==> src/rtl/upcounter_pkg.sv <==
// Shared op-codes and FSM state encoding for the Upcounter sequencer.
package upcounter_pkg;

  localparam logic [1:0] OP_NOP   = 2'b00;
  localparam logic [1:0] OP_LOAD  = 2'b01;
  localparam logic [1:0] OP_RUN   = 2'b10;
  localparam logic [1:0] OP_ABORT = 2'b11;

  typedef enum logic [1:0] {
    IDLE = 2'b00,
    LOAD = 2'b01,
    RUN  = 2'b10,
    DONE = 2'b11
  } seq_state_t;

endpackage

==> src/rtl/upcounter_seq.sv <==
// Command sequencer for the Upcounter: preloads the counter and lets it run
// for a programmed number of wrap-arounds, reporting done/abort/error pulses.
module upcounter_seq
  import upcounter_pkg::*;
#(
  parameter int WIDTH = 4,
  parameter int REP_W = 8
) (
  input  logic             clk,
  input  logic             rst,
  input  logic             cmd_valid,
  output logic             cmd_ready,
  input  logic [1:0]       cmd_op,
  input  logic [WIDTH-1:0] cmd_data,
  input  logic [REP_W-1:0] cmd_reps,
  output logic             cnt_enable,
  output logic             cnt_load,
  output logic [WIDTH-1:0] cnt_data,
  input  logic [WIDTH-1:0] cnt_count,
  input  logic             cnt_overflow,
  output logic             busy,
  output logic             done,
  output logic             aborted,
  output logic             cmd_err,
  output logic [REP_W-1:0] wraps
);

  seq_state_t       state_q, state_d;
  logic             run_flag_q;
  logic [WIDTH-1:0] preload_q;
  logic [REP_W-1:0] reps_q;
  logic [REP_W-1:0] wraps_q;
  logic             final_wrap;
  logic             abort_req;
  logic             unused_status;

  // The live count is only of interest to whoever monitors the counter.
  assign unused_status = ^cnt_count;

  assign final_wrap = cnt_overflow && (wraps_q == (reps_q - REP_W'(1)));
  assign abort_req  = cmd_valid && (cmd_op == OP_ABORT);
  assign wraps      = wraps_q;

  always_ff @(posedge clk or negedge rst) begin
    if (!rst) state_q <= IDLE;
    else      state_q <= state_d;
  end

  // Command latching in IDLE and saturating wrap tally while running.
  always_ff @(posedge clk or negedge rst) begin
    if (!rst) begin
      run_flag_q <= 1'b0;
      preload_q  <= '0;
      reps_q     <= '0;
      wraps_q    <= '0;
    end else begin
      if (state_q == IDLE && cmd_valid) begin
        if (cmd_op == OP_LOAD) begin
          preload_q  <= cmd_data;
          run_flag_q <= 1'b0;
        end else if (cmd_op == OP_RUN) begin
          preload_q  <= cmd_data;
          run_flag_q <= 1'b1;
          reps_q     <= cmd_reps;
          wraps_q    <= '0;
        end
      end
      if (state_q == RUN && cnt_overflow && wraps_q != '1) begin
        wraps_q <= wraps_q + REP_W'(1);
      end
    end
  end

  // Completion beats a simultaneous ABORT, which is then silently consumed.
  always_comb begin
    state_d    = state_q;
    cmd_ready  = 1'b0;
    cnt_enable = 1'b0;
    cnt_load   = 1'b0;
    cnt_data   = '0;
    busy       = 1'b0;
    done       = 1'b0;
    aborted    = 1'b0;
    cmd_err    = 1'b0;
    case (state_q)
      IDLE: begin
        cmd_ready = 1'b1;
        if (cmd_valid && (cmd_op == OP_LOAD || cmd_op == OP_RUN)) state_d = LOAD;
      end
      LOAD: begin
        busy     = 1'b1;
        cnt_load = 1'b1;
        cnt_data = preload_q;
        if (!run_flag_q)       state_d = IDLE;
        else if (reps_q == '0) state_d = DONE;
        else                   state_d = RUN;
      end
      RUN: begin
        busy       = 1'b1;
        cmd_ready  = 1'b1;
        cnt_enable = !final_wrap && !abort_req;
        if (final_wrap) begin
          state_d = DONE;
        end else if (abort_req) begin
          state_d = IDLE;
          aborted = 1'b1;
        end else if (cmd_valid && (cmd_op == OP_LOAD || cmd_op == OP_RUN)) begin
          cmd_err = 1'b1;
        end
      end
      DONE: begin
        done    = 1'b1;
        state_d = IDLE;
      end
      default: state_d = IDLE;
    endcase
  end

endmodule
==> config.mk <==
export PLATFORM = sky130hd
export DESIGN_NAME = upcounter_seq
export DESIGN_NICKNAME = d
export VERILOG_FILES = /design/src/rtl/upcounter_pkg.sv /design/src/rtl/upcounter_seq.sv
export SDC_FILE = /design/constraint.sdc
export NUM_CORES = 1
export LEC_CHECK = 0
export BUFFER_PORTS_ARGS = -buffer_cell sky130_fd_sc_hd__buf_2
export CAP_MARGIN = 10
export CORE_ASPECT_RATIO = 1.25
export CORE_UTILIZATION = 45
export DETAILED_ROUTE_END_ITERATION = 7
export HOLD_SLACK_MARGIN = 0.02
export PLACE_DENSITY = 0.74
export SYNTH_ARGS = -nofsm -noshare
export SYNTH_HDL_FRONTEND = slang
export SYNTH_SLANG_ARGS = --single-unit
==> constraint.sdc <==
create_clock -name clk -period 2.08 [get_ports clk]
set_clock_uncertainty 0.2 [all_clocks]
set_input_delay 0.416 -clock clk [delete_from_list [all_inputs] [get_ports clk]]
set_output_delay 0.416 -clock clk [all_outputs]
set_load 0.02 [all_outputs]
==> out/summary.txt <==
result of the run: finished with violations
violations in the final reports: setup timing
total leakage power: 0.988 nW
overall die height: 64.2 um
die extent in x: 51.8 um
number of DRC violations after detailed routing: 0
Avg Cell Area, Syn: 10.0 um2
maximum vdd ir drop: 0.846 mV
half-perimeter wire length after detailed placement: 2.58 mm
Total Routed Length: 3.51 mm
level count of the clock H-tree: 1
post-route antenna net violation count: 0
classification of the worst setup path: reg -> out
length in cells of the worst reg-to-reg path: 8
post-synthesis sequential element count: 23
crit start category: flip-flop
number of failing setup endpoints in the final timing report: 5
Area Overhead vs Synth: 44.3%
share of the yosys chip area belonging to registers: 41.3%
post-route setup slack: -0.654 ns
final RePlAce weighted congestion: 0.887
total power per unit cell area: 1110 nW/um2
global-route usage over all layers: 22.8%
antenna fix cells: 0
buffers added on ports: 36
time the final worst path needs with I/O delays and setup: 2.73 ns
vias per cell: 5.26
Yosys Warn Count: 0
Die Outline Area: 3320 um2
hold violation count in the final report: 0
antenna violations before repair: 0
worst path arrival time: 2.12 ns
footprint of the flip-flops and latches: 581 um2
worst-path maximum fanout: 5
CTS buffer count: 3
actual slew at the worst max-slew pin: 0.511 ns
effective utilization at floorplan: 47.3%
Async S/R FF share, synth: 100%
type of element capturing the critical path: output port
CTS tree: built
Slew Limit Headroom: 66.0%
placement-stage cell area: 1790 um2
Min-Delay Path Depth: 2
Max Slew Vio Count: 0
worst reg-to-reg setup slack: -0.24 ns
total negative slack: -2.31 ns
largest net degree at the start of global routing: 24
number of flops mapped to enable cells by yosys: 0
top_reg_cell synth: sky130_fd_sc_hd__dfrtp_1
cells after synthesis: 139
hold crit path type: in -> reg
DRC marker count from the first detailed-route iteration: 31
standard cell core area: 2950 um2
GR Overflow Total: 0
first-pass GRT wire length: 5.67 mm
IO Count: 41
Syn Std Cell Area: 1390 um2
Std-Cell Rows: 22
Maximum Capacitance Violations: 0
Max Clock Freq: 0.366 GHz
number of vias after detailed routing: 1272
fraction of final layout cells with drive strength greater than 1: 52.9%
buffer type at the clock tree root: sky130_fd_sc_hd__clkbuf_4
area taken by multi-input logic gates: 900 um2
syn nets: 170
Final Instance Area: 2010 um2
slowest cell on the critical path: sky130_fd_sc_hd__dfrtp_1
final net count: 238
setup repair after global routing missed its margin: true
maximum cell stage delay along the critical path: 0.46 ns
synth unique cells: 35
overall power of the completed layout: 2.23 mW
clock latency of the later-clocked register in the worst-skew pair: 0.30 ns
series of cell instances along the critical path: buf_4 -> nand2b_1 -> a21oi_1 -> a311o_1 -> a2111o_1 -> and4_4 -> buf_6
vias in the first global route: 1326
Sinks on Clock Net: 23
detail-routed net length per standard cell: 14.5 um
clock tree buffer depth: 2
clock-pin slew on the worst setup and hold paths: 0.14 ns
number of inserted filler cells in the final layout: 225
final cycle utilization of the critical path: 131%
WP data required: 1.46 ns
TritonRoute pass-1 iters: 4
layout make-up:
cell class / instances / area share, %
Clock buffer: 3 / 1.12
Clock inverter: 1 / 0.249
Inverter: 9 / 1.68
Multi-Input combinational cell: 105 / 44.8
Sequential cell: 23 / 28.9
Tap cell: 36 / 2.24
Timing Repair Buffer: 65 / 21.0
cell usage in the layout (no fill, tap or decap), types with 5 or more instances in the layout:
| cell type | count |
|---|---|
| sky130_fd_sc_hd__dfrtp_1 | 19 |
| sky130_fd_sc_hd__buf_2 | 33 |
| sky130_fd_sc_hd__nand2_1 | 6 |
| sky130_fd_sc_hd__o21ai_0 | 7 |
| sky130_fd_sc_hd__mux2_2 | 12 |
| sky130_fd_sc_hd__inv_1 | 6 |
| sky130_fd_sc_hd__buf_4 | 27 |
| sky130_fd_sc_hd__ha_1 | 5 |
| sky130_fd_sc_hd__xor2_1 | 8 |
| sky130_fd_sc_hd__nor2_1 | 6 |
power breakdown:
group / leakage, nW / switching (mW) / internal (mW)
Sequential: 0.285 / 0.156 / 0.608
Clock: 0.0177 / 0.135 / 0.0715
Combinational: 0.685 / 0.620 / 0.640
Total: 0.988 / 0.911 / 1.32
what timing repair did:
action,4_1_cts,5_1_grt
hold endpoints to repair,23,0
hold buffers,1,0
resized for setup,19,16
endpoints found under the setup margin,10,14
pin swaps,4,1
setup buffers,3,3
critical path: cells and delay by family, from the launching register on:
kind                   cells  cell delay, ns
DFF                        1            0.46
buffers and inverters      2            0.30
AOI/OAI and AO/OA          3            0.77
and+or+nand+nor            2            0.30
stage by stage:
| stage | worst slack [ns] | cells | util, % | hold slack [ns] |
|---|---|---|---|---|
| 6_report | -0.654 | 242 | 68.2 | 0.131 |
| 5_1_grt | -0.733 | 242 | 68.2 | 0.119 |
| 4_1_cts | -0.645 | 239 | 65.0 | 0.134 |
| 3_5_place_dp | -0.303 | 231 | 60.9 | 0.219 |
| 3_3_place_gp | -0.299 | 231 | 60.9 | 0.211 |
| 2_1_floorplan | -0.131 | 139 | - | -0.0796 |
registers in the layout (all words and copies together), names as in the netlist:
name,flops
preload_q,4
run_flag_q,1
state_q,2
wraps,8
reps_q,8
synthesized netlist by cell type, types with 4 or more instances:
master                      n  area share [%]
sky130_fd_sc_hd__nand3_1    4             1.4
sky130_fd_sc_hd__mux2_2    12             9.7
sky130_fd_sc_hd__xnor2_1    4             2.5
sky130_fd_sc_hd__nand2b_1   4             1.8
sky130_fd_sc_hd__and2_1     5             2.2
sky130_fd_sc_hd__and3_1     6             2.7
sky130_fd_sc_hd__dfrtp_1   23              41
sky130_fd_sc_hd__xor2_1     8             5.0
sky130_fd_sc_hd__inv_1      9             2.4
sky130_fd_sc_hd__nand2_1    7             1.9
sky130_fd_sc_hd__ha_1       9             8.1
sky130_fd_sc_hd__nor2_1     7             1.9
sky130_fd_sc_hd__o21ai_0   11             4.0
kinds of logic (layout without fill, tap and decap cells):
| kind of cell | Yosys count | in the layout | synth area share, % |
|---|---|---|---|
| muxes | 12 | 12 | 9.70 |
| DFF | 23 | 23 | 41.3 |
| and+or+nand+nor | 49 | 49 | 19.8 |
| buffers and inverters | 11 | 78 | 2.96 |
| adders and majority gates | 9 | 9 | 8.09 |
| xor gates and xnor gates | 12 | 12 | 7.55 |
| AOI/OAI and AO/OA | 23 | 23 | 10.6 |
final timing paths:
path	start	end
hold reg to reg	preload_q[0]	preload_q[0]
max in group asynchronous	rst	wraps[2]
setup reg to reg	reps_q[2]	state_q[1]
min in group asynchronous	rst	preload_q[3]
setup / recovery	reps_q[2]	aborted
hold / removal	cmd_data[0]	preload_q[0]
layer usage:
metal	up-vias	part of all wire (%)	global-route usage (%)
met5	-	0	0
met3	6	3.6	2.62
met2	35	56	44.2
li1	622	-	-
met4	0	1.3	6.08
met1	609	39	25.2
No activity file was read; power rests on OpenSTA's default activity.
